File: config.mk
export PLATFORM = sky130hd
export DESIGN_NAME = uart_tx_arb
export DESIGN_NICKNAME = d
export VERILOG_FILES = /design/src/rtl/uart_tx_arb.sv
export SDC_FILE = /design/constraint.sdc
export NUM_CORES = 1
export LEC_CHECK = 0
export BUFFER_PORTS_ARGS = -buffer_cell sky130_fd_sc_hd__buf_4
export CAP_MARGIN = 25
export CORE_MARGIN = 10
export CORE_UTILIZATION = 55
export CTS_BUF_LIST = sky130_fd_sc_hd__clkbuf_4
export DETAILED_ROUTE_END_ITERATION = 10
export HOLD_SLACK_MARGIN = 0.12
export PLACE_DENSITY_LB_ADDON = 0.25
export SKIP_CTS_REPAIR_TIMING = 1
export SYNTH_ARGS = -nofsm -noshare
export SYNTH_HDL_FRONTEND = slang
export SYNTH_SLANG_ARGS = --single-unit
File: constraint.sdc
create_clock -name clock -period 3.45 [get_ports clock]
set_clock_uncertainty 0.15 [all_clocks]
set_input_delay 0.1725 -clock clock [delete_from_list [all_inputs] [get_ports clock]]
set_output_delay 0.1725 -clock clock [all_outputs]
set_load 0.005 [all_outputs]
File: src/rtl/uart_tx_arb.sv
// Four-requester round-robin arbiter feeding a single UART transmitter.
// States: IDLE arbitrate/accept | LAUNCH start_tx pulse | WAIT await tx_done or timeout | GAP idle spacing.
module uart_tx_arb #(
  parameter int unsigned GAP_CYCLES = 16,
  parameter int unsigned TIMEOUT    = 200000
) (
  input  logic        clock,
  input  logic        reset,
  input  logic        uart_en,
  input  logic [3:0]  req_valid,
  input  logic [31:0] req_data,
  output logic [3:0]  req_ready,
  output logic        start_tx,
  output logic [7:0]  tx_data,
  input  logic        tx_done,
  output logic        busy,
  output logic [1:0]  grant_id,
  output logic        timeout_err,
  output logic [15:0] tx_count
);

  localparam logic [17:0] GAP_LOAD = (GAP_CYCLES == 0) ? 18'd0 : 18'(GAP_CYCLES - 1);
  localparam logic [17:0] TO_LAST  = (TIMEOUT == 0) ? 18'd0 : 18'(TIMEOUT - 1);

  typedef enum logic [1:0] {S_IDLE, S_LAUNCH, S_WAIT, S_GAP} state_t;

  state_t      r_state;
  logic [1:0]  r_last_grant;
  logic [1:0]  r_grant_id;
  logic [7:0]  r_tx_data;
  logic [15:0] r_tx_count;
  logic [17:0] r_cnt;
  logic        r_start_tx;
  logic        r_busy;

  logic [1:0]  w_win;
  logic [1:0]  w_idx;
  logic        w_win_vld;
  logic        w_accept;
  logic        w_timeout_hit;
  logic [7:0]  w_win_data;

  // Search starts one past the last grant so every requester gets a turn.
  always_comb begin
    w_win     = r_last_grant;
    w_idx     = r_last_grant;
    w_win_vld = 1'b0;
    for (int k = 1; k <= 4; k++) begin
      w_idx = r_last_grant + 2'(k);
      if (!w_win_vld && req_valid[w_idx]) begin
        w_win     = w_idx;
        w_win_vld = 1'b1;
      end
    end
  end

  assign w_win_data    = req_data[{w_win, 3'b000} +: 8];
  assign w_accept      = !reset && (r_state == S_IDLE) && uart_en && w_win_vld;
  assign w_timeout_hit = (r_state == S_WAIT) && (r_cnt == TO_LAST);

  assign req_ready   = w_accept ? (4'b0001 << w_win) : 4'b0000;
  assign timeout_err = !reset && w_timeout_hit && !tx_done;
  assign start_tx    = r_start_tx;
  assign busy        = r_busy;
  assign tx_data     = r_tx_data;
  assign grant_id    = r_grant_id;
  assign tx_count    = r_tx_count;

  always_ff @(posedge clock) begin
    if (reset) begin
      r_state      <= S_IDLE;
      r_last_grant <= 2'd3;
      r_grant_id   <= 2'd0;
      r_tx_data    <= 8'h00;
      r_tx_count   <= 16'd0;
      r_cnt        <= 18'd0;
      r_start_tx   <= 1'b0;
      r_busy       <= 1'b0;
    end else begin
      case (r_state)
        S_IDLE: begin
          if (w_accept) begin
            r_tx_data    <= w_win_data;
            r_grant_id   <= w_win;
            r_last_grant <= w_win;
            r_start_tx   <= 1'b1;
            r_busy       <= 1'b1;
            r_state      <= S_LAUNCH;
          end
        end
        S_LAUNCH: begin
          r_start_tx <= 1'b0;
          r_cnt      <= 18'd0;
          r_state    <= S_WAIT;
        end
        S_WAIT: begin
          // tx_done takes priority over a coincident timeout.
          if (tx_done) begin
            r_tx_count <= r_tx_count + 16'd1;
            r_cnt      <= GAP_LOAD;
            r_state    <= S_GAP;
          end else if (w_timeout_hit) begin
            r_cnt   <= GAP_LOAD;
            r_state <= S_GAP;
          end else begin
            r_cnt <= r_cnt + 18'd1;
          end
        end
        S_GAP: begin
          if (r_cnt == 18'd0) begin
            r_busy  <= 1'b0;
            r_state <= S_IDLE;
          end else begin
            r_cnt <= r_cnt - 18'd1;
          end
        end
        default: r_state <= S_IDLE;
      endcase
    end
  end

endmodule

==> results of run 1 <==
[layer usage]
metal  global-route usage  vias up  routed length [um]
met5                    0        -                   0
met4               0.0526        0                 116
met3               0.0377       15                 711
met2                0.316      164                4740
met1                0.242     1569                4230
li1                     -     1677                   -
[flip-flops by register name, summed over array words and instances, names as in the netlist]
signal,cells
start_tx,1
tx_count,16
r_state,2
r_cnt,18
grant_id,2
r_last_grant,2
tx_data,8
busy,1
[worst max-delay path by stage]
stage,endpoint,cells after the start
2_1_floorplan,r_cnt[9],10
3_3_place_gp,r_cnt[9],8
3_5_place_dp,r_cnt[9],8
4_1_cts,r_cnt[9],8
5_1_grt,tx_data[2],9
6_report,tx_data[2],9
[area by class of cell]
class	count	area (um^2)
Multi-Input combinational cell	327	2100
Fill cell	497	1870
Sequential cell	50	1000
Timing Repair Buffer	85	661
Tap cell	75	93.8
Inverter	16	60.1
Clock buffer	5	37.5
Clock inverter	3	28.8
[metrics by stage]
| stage | instance area, um^2 | total power, W | setup slack, ps | utilization | cells |
|---|---|---|---|---|---|
| floorplan | 3290 | 0.00138 | 701 | - | 425 |
| global placement | 3820 | 0.00159 | 661 | 0.654 | 544 |
| detailed placement | 3820 | 0.00161 | 577 | 0.654 | 544 |
| CTS | 3890 | 0.00191 | 560 | 0.665 | 552 |
| global route | 3980 | 0.00207 | 189 | 0.680 | 561 |
| finish | 3980 | 0.00194 | 391 | 0.680 | 561 |
[where the power goes]
part / total [W] / internal [W] / switching (W)
logic: 0.000909 / 0.000380 / 0.000530
clock network: 0.000304 / 0.0000891 / 0.000215
registers: 0.000726 / 0.000643 / 0.0000830
total: 0.00194 / 0.00111 / 0.000827
[worst min-delay path, delay by kind of cell]
family	cells	cell delay (ps)
AO/OA/AOI/OAI	1	60
multiplexers	2	260
buffers and inverters	1	110
[Yosys cell counts, drive strengths merged, types with 4 or more instances]
library cell	number	share of area
inv	16	0.018
nand2	35	0.040
xnor2	4	0.011
or3	8	0.015
dfxtp	50	0.30
clkbuf	25	0.028
buf	7	0.014
a221oi	5	0.013
nor2	38	0.046
a21oi	28	0.043
nand3	27	0.041
mux2i	19	0.058
nor4	7	0.018
ha	8	0.030
mux2	8	0.027
or4	9	0.023
xor2	11	0.029
nand4	5	0.0095
nor3	17	0.026
o21ai	36	0.059
and3	4	0.0076
o31ai	4	0.0091
a31oi	4	0.0076
[cell families (layout without fill, tap and decap cells)]
group | count (synthesis) | after routing | share of synthesized area
AO/OA/AOI/OAI | 111 | 111 | 0.218
XOR/XNOR | 15 | 15 | 0.0399
adder cells (fa/ha/maj) | 8 | 8 | 0.0304
buffers and inverters | 48 | 109 | 0.0608
flip-flops | 50 | 50 | 0.304
multiplexers | 27 | 27 | 0.0851
AND/OR/NAND/NOR | 166 | 166 | 0.262
==> results.yml, run 1 <==
outcome:
  status: "complete, no violations"
placement:
  dp_hpwl_um: 7080
  io_buffers: 72
  place_congestion: 0.935
cells_and_area:
  drive_gt1_frac: 0.210
  nets: 533
  layout_common_cells: "buf_4, dfxtp_1, nor2_1"
  syn_to_final_growth_pct: 20.8
  layout_commonest_cell: "buf_4"
  n_antenna_cell: 0
clock_network:
  clockRootBuffer: "clkbuf_4"
  clk_pin_slew_ps: 170
  cts_inserted_buffers: 5
  clockBufferDepth: 2
  clk_latency_ps: 380
  clkSinkCount: 50
  cts_tree: "yes"
  cts_max_level: 2
critical_path:
  rr_worst_depth: 9
  cp_slowest_stage_delay_ps: 560
  crit_start: "r_last_grant[1]"
  r2r-start: "r_last_grant[1]"
  worstSetupPathType: "reg -> reg"
  critPathTopFamily: "buffers and inverters"
  arrival_ps: 3210
  cp-end-kind: "flip-flop"
  worst-path-max-fanout: 19
  path_cells: "mux2i_1 > nor2_1 > nor3_2 > buf_4 > mux2i_1 > dlygate4sd3_1 > mux2_2 > dlygate4sd3_1 > o21ai_0"
  worst-path-buf-inv: 3
  crit_slowest_cell: "dlygate4sd3_1"
  ff2ff_setup_slack_ps: 390
  critPathLaunchType: "flip-flop"
  worstPathRequired_ps: 3600
  r2r_end: "tx_data[2]"
sta:
  hold_violations: 0
  fin_setup_tns_ps: 0
  worst_slew_pin_slew_ps: 666
  drv_slew: 0
  max_freq_ghz: 0.327
  rsz0062_at_grt: "no"
  fin_crit_ps: 3060
  holdWs_ps: 96.2
  maxSlewHeadroom: 0.552
  setup_viol: 0
  finalCritPeriodShare: 0.887
floorplanning:
  die_height_um: 97.4
  fp.dieArea_um2: 9490
  row_count: 28
  core_area_um2: 5850
  ios: 73
  die_w_um: 97.4
  start_util: 0.563
logic_synthesis:
  syn_area_per_cell_um2: 7.75
  yosysSeqAreaShare: 0.304
  synthFlopType: "dfxtp_1"
  syn_area_um2: 3290
  async_flop_share: 0
  ys_ff_latch: 50
  synth_cells: 425
  synth-edff-count: 0
  synth.distinct_cells: 58
  yosysWarnings: 0
  synth_fp_nets: 473
detailed_routing:
  vias: 3425
  via_per_inst: 6.11
  drtPass1Iterations: 5
  drt-total-wl_um: 9800
  wl_per_cell_um: 17.5
  first_iter_violations: 373
  ant_nets: 0
  drcViolationCount: 0
run:
  cap_violations: 0
global_route:
  antenna_found_initial: 0
  first_global_vias: 3125
  grt_max_degree: 29
  gr-total-overflow: 0
  grt_first_pass_wirelength_um: 15600
  grt_usage: 0.190
hold_path:
  worstHoldEndpoint: "tx_data[0]"
  hold_depth: 4
  holdCritPathClass: "in -> reg"
  min-delay-start: "req_data[24]"
pwr:
  peakVddDrop_mv: 0.524
  p_leak_nw: 1.63
  p_per_area_nw_per_um2: 487
Note: power is estimated with default switching activity, not from simulation.
==> run 2, diff against run 1 <==
CORE_UTILIZATION = 51   (was 55)
SETUP_SLACK_MARGIN = 0.5   (was not set)
clock period = 2.5 ns   (was 3.45 ns; I/O delays follow)
==> run 2 against run 1 <==
Compared with the run above: the run now ends with negative setup slack left; register-to-register slack got worse by 820 ps; sequential power is 50% higher; die area up 6.2%; wire length up 78%; combinational power increased to 2.5 times the previous value; design area up 35%; global-route usage down 0.20 points; worst setup slack worse by 820 ps; largest power group unchanged.
==> results.yml, run 2 (synthesized netlist as in run 1, its figures left out) <==
outcome:
  status: "finished, violations left"
  violations: "negative setup slack"
critical_path:
  path_cells: "inv_2 > ha_4 > or3b_4 > or4_4 > o21ai_2 > nand3_2 > mux2i_1 > nor2_1"
  r2r-start: "r_cnt[0]"
  crit_start: "r_cnt[0]"
  worst-path-max-fanout: 8
  critPathLaunchType: "flip-flop"
  worstSetupPathType: "reg -> reg"
  worstPathRequired_ps: 2640
  arrival_ps: 3060
  cp_slowest_stage_delay_ps: 580
  cp-end-kind: "flip-flop"
  crit_slowest_cell: "or4_4"
clock_network:
  cts_tree: "yes"
  cts_inserted_buffers: 5
  cts_max_level: 2
  clkSinkCount: 50
  clockBufferDepth: 2
  clockRootBuffer: "clkbuf_4"
  clk_latency_ps: 440
  clk_pin_slew_ps: 200
pwr:
  p_per_area_nw_per_um2: 719
  peakVddDrop_mv: 0.474
  p_leak_nw: 2.28
floorplanning:
  die_height_um: 100
  core_area_um2: 6310
  row_count: 29
  start_util: 0.522
  fp.dieArea_um2: 10100
  die_w_um: 100
  ios: 73
detailed_routing:
  wl_per_cell_um: 25.6
  drtPass1Iterations: 6
  ant_nets: 0
  via_per_inst: 6.92
  vias: 4708
  drt-total-wl_um: 17400
  first_iter_violations: 791
  drcViolationCount: 0
cells_and_area:
  nets: 648
  layout_common_cells: "buf_4, dfxtp_1, dlygate4sd3_1"
  drive_gt1_frac: 0.424
  fillers: 278
  syn_to_final_growth_pct: 63.0
  final_cell_area_um2: 5370
  seq_area_um2: 1020
  layout_commonest_cell: "buf_4"
  finalNonFillerCells: 680
  regMostFlops: "r_cnt"
  largest_register_ffs: 18
  multi_input_area_um2: 2410
  final_core_util: 0.851
sta:
  max_freq_ghz: 0.342
  fin_setup_tns_ps: -817
  worst_slew_pin_slew_ps: 922
  drv_slew: 0
  setup_slack_ps: -425
  setup_viol: 7
  hold_violations: 0
  rsz0062_at_grt: "yes"
  fin_crit_ps: 2930
  finalCritPeriodShare: 1.17
  maxSlewHeadroom: 0.383
global_route:
  first_global_vias: 3534
  grt_first_pass_wirelength_um: 16100
  grt_usage: 0.188
  gr-total-overflow: 0
  antenna_found_initial: 1
  grt_max_degree: 29
placement:
  io_buffers: 72
  place_area_um2: 4130
  place_congestion: 0.959
  post-place-ws_ps: -0.807
  dp_hpwl_um: 7470
  dp.cells: 578
hold_path:
  holdCritPathClass: "in -> reg"
  min-delay-start: "reset"
run:
  cap_violations: 0
[run 2: final cells by class]
class,instances,area share
diodes,2,0.000932
clock buffers,5,0.00699
clock inverters,3,0.00536
inverters,16,0.0130
multi-input cells,327,0.449
flip-flops and latches,50,0.191
well taps,77,0.0179
repair buffers,200,0.316
[run 2: worst paths after layout]
kind         cells after the start  slack, ps          to
min reg2reg                      2        350  tx_data[5]
min                              5        140   r_cnt[13]
max reg2reg                      8       -430  r_state[1]
max                              8       -430  r_state[1]
[run 2: per-stage QoR]
| stage | hold slack (ps) | power [W] |
|---|---|---|
| floorplan | 135 | 0.00198 |
| CTS | -149 | 0.00282 |
| global route | 139 | 0.00396 |
| detailed placement | 294 | 0.00239 |
| global placement | 276 | 0.00235 |
| finish | 135 | 0.00386 |
[run 2: worst max-delay path, delay by kind of cell, from the launching register on]
kind	cells	cell delay [ps]
mux	1	500
flops	1	400
buf+inv	1	100
simple gates	4	1270
compound gates	1	200
fa+ha+maj	1	150
[run 2: where the power goes]
| part | leakage, nW | switching [W] | internal (W) |
|---|---|---|---|
| registers | 0.411 | 0.000182 | 0.000906 |
| logic | 1.83 | 0.00120 | 0.00110 |
| clock network | 0.0377 | 0.000348 | 0.000123 |
[run 2: layer usage]
metal | track usage | part of all wire | vias to the layer above
met4 | 0.0630 | 0.083 | 0
met3 | 0.0556 | 0.13 | 158
li1 | - | - | 1912
met2 | 0.311 | 0.46 | 476
met1 | 0.227 | 0.33 | 2162
met5 | 0 | 0 | -
==> run 3, diff against run 2 <==
CORE_UTILIZATION = 50   (was 51)
CTS_BUF_LIST = sky130_fd_sc_hd__clkbuf_8 sky130_fd_sc_hd__clkbuf_16   (was sky130_fd_sc_hd__clkbuf_4)
GPL_TIMING_DRIVEN = 0   (was not set)
==> run 3 against run 2 <==
Compared with the run above: the run still ends with negative setup slack left; critical path depth grew 2; count of clock-buffer cells in the layout unchanged; register-to-register slack gained 250 ps; fmax is 9.4% higher; sequential share of layout area increased by 1.5 points; non-clock buffer count down 50; wire length fell by 28%; highest routed layer unchanged.
==> results.yml, run 3 (synthesized netlist as in run 1, its figures left out) <==
detailed_routing:
  ant_nets: 0
  drcViolationCount: 0
  via_per_inst: 6.30
  first_iter_violations: 277
  wl_per_cell_um: 19.9
  vias: 3958
  drt-total-wl_um: 12500
  drtPass1Iterations: 7
outcome:
  violations: "negative setup slack"
  status: "finished, violations left"
critical_path:
  cp-end-kind: "flip-flop"
  worstPathRequired_ps: 2560
  r2r-start: "r_cnt[1]"
  worstSetupPathType: "reg -> reg"
  critPathLaunchType: "flip-flop"
  worst-path-max-fanout: 8
  crit_start: "r_cnt[1]"
  arrival_ps: 2730
placement:
  dp_hpwl_um: 7130
  place_area_um2: 3990
  io_buffers: 71
  dp.cells: 573
  place_congestion: 0.940
sta:
  setup_viol: 17
  setup_slack_ps: -175
  finalCritPeriodShare: 1.07
  drv_slew: 0
  worst_slew_pin_slew_ps: 773
  hold_violations: 0
  fin_setup_tns_ps: -1930
  max_freq_ghz: 0.374
  rsz0062_at_grt: "yes"
  fin_crit_ps: 2670
  maxSlewHeadroom: 0.484
cells_and_area:
  layout_commonest_cell: "buf_4"
  n_antenna_cell: 0
  syn_to_final_growth_pct: 50.0
  nets: 598
  regMostFlops: "r_cnt"
  largest_register_ffs: 18
  final_cell_area_um2: 4940
  layout_common_cells: "buf_4, dfxtp_1, nand2_1"
  drive_gt1_frac: 0.407
  finalNonFillerCells: 628
run:
  cap_violations: 0
clock_network:
  clockRootBuffer: "clkbuf_8"
  clockBufferDepth: 2
  clk_latency_ps: 320
  clk_pin_slew_ps: 110
  clkSinkCount: 50
  cts_inserted_buffers: 5
  cts_tree: "yes"
  cts_max_level: 2
floorplanning:
  fp.dieArea_um2: 10200
  start_util: 0.516
  row_count: 29
  ios: 73
  core_area_um2: 6390
  die_w_um: 101
  die_height_um: 101
global_route:
  grt_usage: 0.183
  gr-total-overflow: 0
  grt_first_pass_wirelength_um: 15900
  grt_max_degree: 18
  antenna_found_initial: 0
  first_global_vias: 3483
pwr:
  p_per_area_nw_per_um2: 794
  peakVddDrop_mv: 0.592
  p_leak_nw: 2.04
hold_path:
  holdCritPathClass: "in -> reg"
  min-delay-start: "req_data[13]"
-- run 3: final cells by class --
cell class	instances	area, um^2
plain buffers	32	225
fillers	399	1450
repair buffers	118	936
inverters	16	82.6
clock buffers	5	68.8
clock inverters	3	47.5
well taps	77	96.3
multi-input cells	327	2470
flip-flops and latches	50	1010
-- run 3: critical path, stage by stage (launching register included) --
cell,delay [ps]
dfxtp_2,350
buf_8,120
inv_4,50
ha_4,130
or3b_4,370
or4_4,550
buf_8,160
o21ai_4,230
buf_6,140
a211oi_2,30
a221o_1,280
-- run 3: final timing paths --
kind / slack (ps) / cells after the start / end
worst max-delay path: -170 / 10 / r_cnt[10]
worst min-delay path: 110 / 4 / tx_data[5]
worst max register to register: -170 / 10 / r_cnt[10]
worst min register to register: 330 / 2 / tx_data[2]
-- run 3: stage by stage --
step / power (W) / util / setup slack [ps] / hold WS [ps]
3_5_place_dp: 0.00237 / 0.624 / -288 / 293
6_report: 0.00392 / 0.774 / -175 / 105
5_1_grt: 0.00408 / 0.774 / -227 / 125
4_1_cts: 0.00297 / 0.643 / -328 / -47.4
3_3_place_gp: 0.00233 / 0.624 / -253 / 289
2_1_floorplan: 0.00198 / - / -24.9 / 135
-- run 3: power breakdown --
part           internal, W  switching [W]  leakage (nW)
clock network     0.000304       0.000325        0.0587
registers         0.000898      0.0000996         0.408
logic              0.00116        0.00114          1.58
-- run 3: routing by layer --
metal | vias up | global-route usage | share of wire
met5 | - | 0 | 0
met4 | 0 | 0.0589 | 0.046
met3 | 67 | 0.0572 | 0.087
met2 | 258 | 0.306 | 0.50
met1 | 1828 | 0.217 | 0.37
li1 | 1805 | - | -
